<file path="config.mk">
export PLATFORM = sky130hd
export DESIGN_NAME = instr_decoder_flat
export DESIGN_NICKNAME = d
export VERILOG_FILES = /design/src/rtl/instr_decoder_pkg.sv /design/src/rtl/instr_decoder_if.sv /design/src/rtl/instr_decoder_opcode_lut.sv /design/src/rtl/instr_decoder.sv /design/src/flat_wrapper.sv
export SDC_FILE = /design/constraint.sdc
export NUM_CORES = 1
export LEC_CHECK = 0
export ABC_AREA = 1
export ABC_CLOCK_PERIOD_IN_PS = 1700
export BUFFER_PORTS_ARGS = -buffer_cell sky130_fd_sc_hd__buf_2
export CAP_MARGIN = 25
export CORE_MARGIN = 2
export CORE_UTILIZATION = 45
export DETAILED_ROUTE_END_ITERATION = 8
export PLACE_DENSITY = 0.77
export SYNTH_ARGS = -nofsm -noshare
export SYNTH_HDL_FRONTEND = slang
export SYNTH_SLANG_ARGS = --single-unit
</file>
<file path="constraint.sdc">
create_clock -name Clk -period 1.7 [get_ports Clk]
set_input_delay 0.17 -clock Clk [delete_from_list [all_inputs] [get_ports Clk]]
set_output_delay 0.17 -clock Clk [all_outputs]
set_load 0.1 [all_outputs]
</file>
<file path="src/rtl/instr_decoder_pkg.sv">
// Shared definitions for the instruction decoder: the ALU op encoding
// (op_name), the decoder FSM states and the decoded micro-op record.
package instr_decoder_pkg;

  // Default geometry of an instruction word and of the register file.
  localparam int P_IW    = 9;
  localparam int P_RW    = 3;
  localparam int P_CNT_W = 16;

  // ALU operation names; opcodes 000..110 map 1:1 onto these.
  typedef logic [2:0] op_name;

  localparam op_name kADD = 3'b000;
  localparam op_name kLSH = 3'b001;
  localparam op_name kRSH = 3'b010;
  localparam op_name kXOR = 3'b011;
  localparam op_name kAND = 3'b100;
  localparam op_name kSUB = 3'b101;
  localparam op_name kCLR = 3'b110;
  // Opcode of the two-word load-immediate; never appears as an ALU op.
  localparam op_name kLDI = 3'b111;

  // IDLE decodes words normally; WAIT_IMM treats the next word as raw data.
  typedef enum logic [0:0] {
    IDLE     = 1'b0,
    WAIT_IMM = 1'b1
  } dec_state_e;

  // One decoded micro-op as handed to execute.
  typedef struct packed {
    op_name            alu_op;
    logic [P_RW-1:0]   rd;
    logic [P_RW-1:0]   rs;
    logic [P_IW-1:0]   imm;
    logic              is_ldi;
    logic              illegal;
  } uop_t;

  // Harmless micro-op (ADD r0,r0, no immediate): reset value and the
  // base that every decode path starts from.
  function automatic uop_t uop_nop();
    uop_t u;
    u.alu_op  = kADD;
    u.rd      = '0;
    u.rs      = '0;
    u.imm     = '0;
    u.is_ldi  = 1'b0;
    u.illegal = 1'b0;
    return u;
  endfunction

endpackage

</file>
<file path="src/rtl/instr_decoder_if.sv">
// Fetch-side and execute-side handshake bundle of the instruction decoder.
//
// Handshake rules for both channels: a transfer happens on a rising clock
// edge where valid and ready are both 1. A producer holding valid=1 keeps
// its payload stable until that transfer; ready may be given or withheld
// at any time and never depends on the payload.
interface instr_decoder_if
  #(
    parameter int IW = 9,
    parameter int RW = 3
  );
  import instr_decoder_pkg::*;

  // fetch -> decoder
  logic          in_valid;
  logic          in_ready;
  logic [IW-1:0] instr;

  // decoder -> execute
  logic          out_valid;
  logic          out_ready;
  op_name        alu_op;
  logic [RW-1:0] rd;
  logic [RW-1:0] rs;
  logic [IW-1:0] imm;
  logic          is_ldi;
  logic          illegal;

  // Environment view: drives instructions in, consumes micro-ops.
  modport master (
    output in_valid, instr, out_ready,
    input  in_ready, out_valid, alu_op, rd, rs, imm, is_ldi, illegal
  );

  // Decoder view.
  modport slave (
    input  in_valid, instr, out_ready,
    output in_ready, out_valid, alu_op, rd, rs, imm, is_ldi, illegal
  );

endinterface

</file>
<file path="src/rtl/instr_decoder_opcode_lut.sv">
// Combinational decode of a single instruction word. Produces the
// micro-op for the one-word ops and flags the start of a load-immediate.
// Malformed LDI words (non-zero rs field) become an illegal no-op.
module instr_decoder_opcode_lut
  import instr_decoder_pkg::*;
  #(
    parameter int IW = P_IW
  )
  (
    input  logic [IW-1:0] instr,
    output uop_t          uop,
    output logic          ldi_start
  );

  op_name opcode;

  // Table lookup from opcode to micro-op fields.
  always_comb begin
    uop       = uop_nop();
    ldi_start = 1'b0;
    opcode    = instr[IW-1 -: 3];

    if (opcode == kLDI) begin
      if (instr[2:0] == 3'b000) begin
        // First half of LDI: nothing to emit yet.
        ldi_start = 1'b1;
      end else begin
        // Leaves alu_op=ADD, rd=rs=0 so execute writes nothing back.
        uop.illegal = 1'b1;
      end
    end else begin
      uop.alu_op = opcode;
      uop.rd     = instr[5:3];
      // CLR has no source operand; ignore whatever the word carries.
      uop.rs     = (opcode == kCLR) ? 3'b000 : instr[2:0];
    end
  end

endmodule

</file>
<file path="src/rtl/instr_decoder.sv">
// Instruction decoder front end: accepts words from fetch, assembles the
// two-word LDI, and presents one registered micro-op at a time to execute.
// Also counts micro-ops handed over (wrapping) and exposes its FSM state.
module instr_decoder
  import instr_decoder_pkg::*;
  #(
    parameter int IW    = P_IW,
    parameter int RW    = P_RW,
    parameter int CNT_W = P_CNT_W
  )
  (
    input  logic               Clk,
    input  logic               Reset,
    input  logic               flush,
    instr_decoder_if.slave     bus,
    output logic [CNT_W-1:0]   uop_count,
    output dec_state_e         dbg_state
  );

  // Registered state.
  dec_state_e        state_q,       state_d;
  logic              out_valid_q,   out_valid_d;
  uop_t              uop_q,         uop_d;
  logic [RW-1:0]     ldi_rd_q,      ldi_rd_d;
  logic [CNT_W-1:0]  uop_count_q,   uop_count_d;

  // Handshake terms.
  logic in_ready;
  logic in_fire;
  logic out_fire;

  // Single-word decode of the incoming word.
  uop_t lut_uop;
  logic lut_ldi_start;

  instr_decoder_opcode_lut #(
    .IW (IW)
  ) u_opcode_lut (
    .instr     (bus.instr),
    .uop       (lut_uop),
    .ldi_start (lut_ldi_start)
  );

  // Accept only when the output slot is free or is being emptied on this
  // edge; a flush or reset cycle never accepts.
  always_comb begin
    in_ready = !Reset && !flush && (!out_valid_q || bus.out_ready);
    in_fire  = bus.in_valid && in_ready;
    out_fire = out_valid_q && bus.out_ready;
  end

  // Next-state logic: FSM, output register, LDI destination latch, counter.
  always_comb begin
    state_d     = state_q;
    out_valid_d = out_valid_q && !bus.out_ready;
    uop_d       = uop_q;
    ldi_rd_d    = ldi_rd_q;
    // A fire on a flush edge still counts, so the counter sits outside
    // the flush branch.
    uop_count_d = uop_count_q + {{(CNT_W-1){1'b0}}, out_fire};

    if (flush) begin
      // Drop the pending micro-op and any half-built LDI.
      out_valid_d = 1'b0;
      state_d     = IDLE;
    end else if (in_fire) begin
      case (state_q)
        IDLE: begin
          if (lut_ldi_start) begin
            ldi_rd_d = bus.instr[2*RW-1:RW];
            state_d  = WAIT_IMM;
          end else begin
            uop_d       = lut_uop;
            out_valid_d = 1'b1;
          end
        end
        WAIT_IMM: begin
          // The word is data, not an instruction: bypass the decode table.
          uop_d        = uop_nop();
          uop_d.rd     = ldi_rd_q;
          uop_d.imm    = bus.instr;
          uop_d.is_ldi = 1'b1;
          out_valid_d  = 1'b1;
          state_d      = IDLE;
        end
        default: begin
          state_d = IDLE;
        end
      endcase
    end
  end

  // State registers with synchronous reset; reset also discards a
  // half-built LDI and wins over flush.
  always_ff @(posedge Clk) begin
    if (Reset) begin
      state_q     <= IDLE;
      out_valid_q <= 1'b0;
      uop_q       <= uop_nop();
      ldi_rd_q    <= '0;
      uop_count_q <= '0;
    end else begin
      state_q     <= state_d;
      out_valid_q <= out_valid_d;
      uop_q       <= uop_d;
      ldi_rd_q    <= ldi_rd_d;
      uop_count_q <= uop_count_d;
    end
  end

  // Drive the interface and debug outputs straight from the registers.
  always_comb begin
    bus.in_ready  = in_ready;
    bus.out_valid = out_valid_q;
    bus.alu_op    = uop_q.alu_op;
    bus.rd        = uop_q.rd;
    bus.rs        = uop_q.rs;
    bus.imm       = uop_q.imm;
    bus.is_ldi    = uop_q.is_ldi;
    bus.illegal   = uop_q.illegal;
    uop_count     = uop_count_q;
    dbg_state     = state_q;
  end

endmodule

</file>
<file path="src/flat_wrapper.sv">
// flat-port wrapper written by rule: the top's interface ports become plain ports
module instr_decoder_flat import instr_decoder_pkg::*;
#(
    parameter int IW    = P_IW,
    parameter int RW    = P_RW,
    parameter int CNT_W = P_CNT_W
  )
  (Clk, Reset, flush, uop_count, dbg_state, bus_in_valid, bus_instr, bus_out_ready, bus_in_ready, bus_out_valid, bus_alu_op, bus_rd, bus_rs, bus_imm, bus_is_ldi, bus_illegal);
  instr_decoder_if #(.IW(IW), .RW(RW)) bus_i ();
  input  logic Clk;
  input  logic Reset;
  input  logic flush;
  output logic [CNT_W-1:0] uop_count;
  output dec_state_e dbg_state;
  input wire logic [$bits(bus_i.in_valid)-1:0] bus_in_valid;
  input wire logic [$bits(bus_i.instr)-1:0] bus_instr;
  input wire logic [$bits(bus_i.out_ready)-1:0] bus_out_ready;
  output wire logic [$bits(bus_i.in_ready)-1:0] bus_in_ready;
  output wire logic [$bits(bus_i.out_valid)-1:0] bus_out_valid;
  output wire logic [$bits(bus_i.alu_op)-1:0] bus_alu_op;
  output wire logic [$bits(bus_i.rd)-1:0] bus_rd;
  output wire logic [$bits(bus_i.rs)-1:0] bus_rs;
  output wire logic [$bits(bus_i.imm)-1:0] bus_imm;
  output wire logic [$bits(bus_i.is_ldi)-1:0] bus_is_ldi;
  output wire logic [$bits(bus_i.illegal)-1:0] bus_illegal;
  assign bus_i.in_valid = bus_in_valid;
  assign bus_i.instr = bus_instr;
  assign bus_i.out_ready = bus_out_ready;
  assign bus_in_ready = bus_i.in_ready;
  assign bus_out_valid = bus_i.out_valid;
  assign bus_alu_op = bus_i.alu_op;
  assign bus_rd = bus_i.rd;
  assign bus_rs = bus_i.rs;
  assign bus_imm = bus_i.imm;
  assign bus_is_ldi = bus_i.is_ldi;
  assign bus_illegal = bus_i.illegal;
  instr_decoder #(.IW(IW), .RW(RW), .CNT_W(CNT_W)) u_core (.Clk(Clk), .Reset(Reset), .flush(flush), .bus(bus_i), .uop_count(uop_count), .dbg_state(dbg_state));
endmodule
</file>
# Word level (Yosys, flattened, before mapping)
# Cells that the tools add are included.
totals:
  ff_bits: 41
  in_bits: 14
  elab_cells: 43
classes:
  n_addsub: 1
  eq_ne: 3
  muxes: 13
  n_bitwise: 2
  n_reduce_logical: 14
ops:
  columns: ["cell", "n"]
  rows:
  - ["$pmux W20 S2", 1]
  - ["$mux W20", 1]
  - ["$add A16 B1 Y16", 1]
  - ["$mux W9", 1]
  - ["$mux W1", 7]
  - ["$eq A3 B3 Y1 const B", 2]
  - ["$logic_and A1 B1 Y1", 5]
  - ["$logic_not A1 Y1", 4]
  - ["$pmux W1 S2", 2]
  - ["$reduce_and A4 Y1", 1]
  - ["$logic_not A3 Y1", 1]
  - ["$mux W3", 1]
  - ["$reduce_and A3 Y1", 1]
  - ["$ne A2 B2 Y1 const B", 1]
  - ["$not A1 Y1", 2]
  - ["$reduce_or A2 Y1", 1]
  - ["$logic_or A1 B1 Y1", 1]

# Longest topological paths before layout
logic_depth:
  ltp_word: 6
  depth_mapped: 11
  ltp_nobuf: 11

# Cells and area by module
# Synthesis repeated with hierarchy kept, for this count alone.
hier_totals:
  hier_cells: 314
  hier_area_um2: 2092.0
modules_own_cells:
  columns: ["module", "n_inst", "cells_per_inst", "area_per_inst_um2"]
  rows:
  - ["instr_decoder", 1, 280, 1905.6]
  - ["instr_decoder_opcode_lut", 1, 34, 186.4]

# Worst setup path before layout
# Ideal clock, no wire load.
synth_path:
  path_kind: "reg-to-reg"
  from: "register u_core.out_valid_q (netlist: u_core.bus.out_valid)"
  to: "register u_core.uop_count_q[10] (netlist: u_core.uop_count[10])"
  setup_ns: 0.117
  arrival_time_ns: 2.064
  required_ns: 1.583
  setup_slack_ns: -0.481
  stages_incl_launch_ff: 11
  n_path_buf: 0
  period_less_slack_ns: 2.181
  cell_sequence: "dfxtp_1 > nand2_1 > inv_1 > ha_1 > nand2_1 > nor2_2 > nand3_1 > nor2_1 > nand2_1 > nand2_1 > nor2_1"
synth_via:
  elab_chain_cells: 2
synth_rtl:
  columns: ["element", "line", "text"]
  rows:
  - ["start: declaration", "instr_decoder.sv:22", "logic out_valid_q, out_valid_d;"]
  - ["start signal: assignment", "instr_decoder.sv:104", "out_valid_q <= out_valid_d;"]
  - ["$logic_and A1 B1 Y1", "instr_decoder.sv:49", "out_fire = out_valid_q && bus.out_ready;"]
  - ["$add A16 B1 Y16", "instr_decoder.sv:60", "uop_count_d = uop_count_q + {{(CNT_W-1){1'b0}}, out_fire};"]
  - ["end signal: assignment", "instr_decoder.sv:107", "uop_count_q <= uop_count_d;"]
  - ["end: declaration", "instr_decoder.sv:25", "logic [CNT_W-1:0] uop_count_q, uop_count_d;"]
# No other way between the ends.
# A chain may end at the register's enable or synchronous reset.

# Final worst setup path
layout_path:
  from: "register u_core.state_q (netlist: u_core.dbg_state)"
  to: "output dbg_state"
layout_lines:
  columns: ["element", "line", "text"]
  rows:
  - ["start: declaration", "instr_decoder.sv:21", "dec_state_e state_q, state_d;"]
  - ["start signal: assignment", "instr_decoder.sv:103", "state_q <= state_d;"]
  - ["end: declaration", "flat_wrapper.sv:14", "output dec_state_e dbg_state;"]
# No word-level cell between the ends.

==> impl_metrics.ini <==
[setup_path]
worstPathArrival_ps = 1380
endpoint = dbg_state
cp-start-kind = flip-flop
required_ps = 1530
worstReg2RegEnd = u_core.uop_count[13]
path_max_fanout = 15
cp-end-kind = primary output
path_cells = buf_4, buf_2
path_class = reg -> out
critical_path.slowest_cell = buf_2
critical_path_buf_inv_count = 2
critical_path.max_stage_delay_ps = 470
cp-startpoint = u_core.dbg_state
cp_num_cells = 2
timing.rr.start = u_core.bus.out_valid
rr_worst_depth = 8
critical_path.top_delay_family = buffers and inverters
reg2reg_setup_slack_ps = 270

[synthesis]
synth.area.top_cells = dfxtp_1 (43%), nand2_1 (14%), nor2_1 (9.0%), inv_1 (5.9%), a21oi_1 (5.2%)
ys_ff_latch = 41
synth_area_um2 = 1910
syn_avg_cell_area_um2 = 7.01
synth_top_area_cell = dfxtp_1
ys_warn_count = 0
synth-edff-count = 0
synth_top_flop_cell = dfxtp_1
yosysMostFrequentCell = nand2_1
synth.distinct_cells = 29
yosysSeqAreaShare_pct = 42.9
async_flop_share_pct = 0
synth_top_area_share_pct = 42.9
synthTopCellsByCount = nand2_1 (70), nor2_1 (46), dfxtp_1 (41), inv_1 (30), a21oi_1 (20)
postSynthCellCount = 273
synth_fp_nets = 289

[die]
initial_utilization_pct = 47.2
die-area_um2 = 4790
rows = 23
die_y_um = 69.2
core_area_um2 = 4060
ios = 53
dieWidth_um = 69.2

[power]
p_per_area_nw_per_um2 = 829
clkPwrFrac_pct = 38.4
finalPower_mw = 1.94
p_switching_mw = 0.545
sequentialPowerShare_pct = 50.2
combPwrFrac_pct = 11.4
p_leak_nw = 1.10
internal-power_mw = 1.39
vdd_drop_max_mv = 0.544
sw_frac_of_total_pct = 28.1

[clock_tree]
post_cts_resized = 0
root_buffer = clkbuf_8
cts_tree = done
post-cts-setup-buffers = 0
clock_latency_ps = 310
postCtsHoldBufs = 0
clk_path_buf_depth = 2
path_clk_slew_ps = 80
cts_buffers = 5
cts_sinks = 41
h-tree-depth = 2

[placement]
hpwl_mm = 3.15
placedCellCount = 370
portBuffers = 52
gp_congestion = 0.779

[layout]
fin_cells = 378
num-nets-final = 343
area_growth_pct = 22.2
drive_above_1_share_pct = 27.7
fillCellCount = 415
antenna_cells = 0

[global_route]
grt_antenna_before_repair = 0
grt_max_degree = 25
grt_util_all_layers_pct = 19.1
grt_pass1_vias = 1779
grt_pass1_wl_mm = 7.55
overflow = 0

[detailed_routing]
drt_iter0_markers = 77
ant_nets = 0
drtPass1Iterations = 4
vias = 1886
drt_wl_total_mm = 4.40
drc_errors = 0
viasPerCell = 4.99
post_drt_wl_per_cell_um = 11.6

[timing]
period_share_pct = 91.0
tightest_slew_ps = 624
rsz0062_at_grt = false
setup_viol = 0
final.setup.tns_ps = 0
max_clock_freq_mhz = 646
relSlewSlack_pct = 58.2
finalHoldViolCount = 0
drv_slew = 0
finalClockSkew_ps = 9.06
finalCriticalPeriod_ps = 1550

[run_status]
status = completed

[run]
maxCapViolations = 0

[min_path]
min_path_type = in -> reg
power groups by stage:
stage               Sequential (mW)  Combinational, mW  Clock [mW]
floorplan                      1.08             0.0928           0
global placement              0.997              0.220           0
detailed placement            0.996              0.221           0
CTS                           0.974              0.222       0.763
global route                  0.975              0.239       0.791
finish                        0.974              0.221       0.745
cells by family (layout without fill, tap and decap cells):
| family | after synthesis | in the layout | synth area share [%] |
|---|---|---|---|
| and+or+nand+nor | 157 | 157 | 36.5 |
| DFF | 41 | 41 | 42.9 |
| buffers and inverters | 41 | 96 | 9.22 |
| AOI/OAI and AO/OA | 31 | 31 | 9.61 |
| adders and majority gates | 2 | 2 | 1.31 |
| xor gates and xnor gates | 1 | 1 | 0.458 |
layout make-up:
| type | instances | area (um2) | area share [%] |
|---|---|---|---|
| well taps | 50 | 62.6 | 2.67 |
| clock inverters | 2 | 16.3 | 0.695 |
| repair buffers | 55 | 283 | 12.1 |
| inverters | 33 | 124 | 5.29 |
| clock buffers | 6 | 93.8 | 4.01 |
| flip-flops and latches | 41 | 841 | 35.9 |
| multi-input cells | 191 | 920 | 39.3 |
per-layer routing:
| layer | vias up | share of wire, % | GRT usage, % |
|---|---|---|---|
| met1 | 848 | 45 | 22.6 |
| met3 | 5 | 6.2 | 4.51 |
| met4 | 0 | 1.4 | 8.50 |
| li1 | 974 | - | - |
| met2 | 59 | 48 | 32.9 |
| met5 | - | 0 | 0 |
worst register-to-register path: stages, from the launching register on:
cell and delay [ps]:
dfxtp_4 350, nand2_1 40, inv_1 60, ha_1 160, nand2_1 100, nor3b_1 380
nand3_1 120, nand2_1 80, nor2_1 50
through the flow:
stage | utilization, % | setup slack [ps] | cell area, um2 | hold slack, ps
2_1_floorplan | - | 8.66 | 1930 | 241
3_3_place_gp | 54.9 | 198 | 2230 | 447
3_5_place_dp | 54.9 | 179 | 2230 | 453
4_1_cts | 57.6 | 155 | 2340 | 134
5_1_grt | 57.7 | 66.3 | 2340 | 159
6_report | 57.7 | 152 | 2340 | 137
flip-flops by register name (all words and copies together) (netlist names):
| name | count |
|---|---|
| u_core.uop_count | 16 |
| u_core.bus.imm | 9 |
| u_core.bus.alu_op | 3 |
| u_core.bus.rd | 3 |
| u_core.bus.rs | 3 |
| u_core.ldi_rd_q | 3 |
| u_core.bus.illegal | 1 |
| u_core.bus.is_ldi | 1 |
| u_core.bus.out_valid | 1 |
| u_core.dbg_state | 1 |
placed cells by master (no fill, tap or decap), types with 3 or more instances in the layout:
cell type	n
dfxtp_2	10
inv_1	30
nand3_1	16
clkbuf_8	5
nor2_1	45
buf_4	3
buf_2	52
nand2_1	70
a21oi_2	3
a21oi_1	20
nand2_2	5
nand4_1	11
dfxtp_1	29
o21ai_0	3
worst min path at each step:
| stage | start | to | cells past startpoint |
|---|---|---|---|
| 2_1_floorplan | Reset | u_core.uop_count[6] | 1 |
| 3_3_place_gp | bus_instr[3] | u_core.ldi_rd_q[0] | 3 |
| 3_5_place_dp | u_core.bus.alu_op[2] | u_core.bus.alu_op[2] | 2 |
| 4_1_cts | bus_instr[3] | u_core.ldi_rd_q[0] | 3 |
| 5_1_grt | bus_instr[3] | u_core.ldi_rd_q[0] | 3 |
| 6_report | bus_instr[3] | u_core.ldi_rd_q[0] | 3 |
Note: power is estimated with default switching activity, not from simulation.
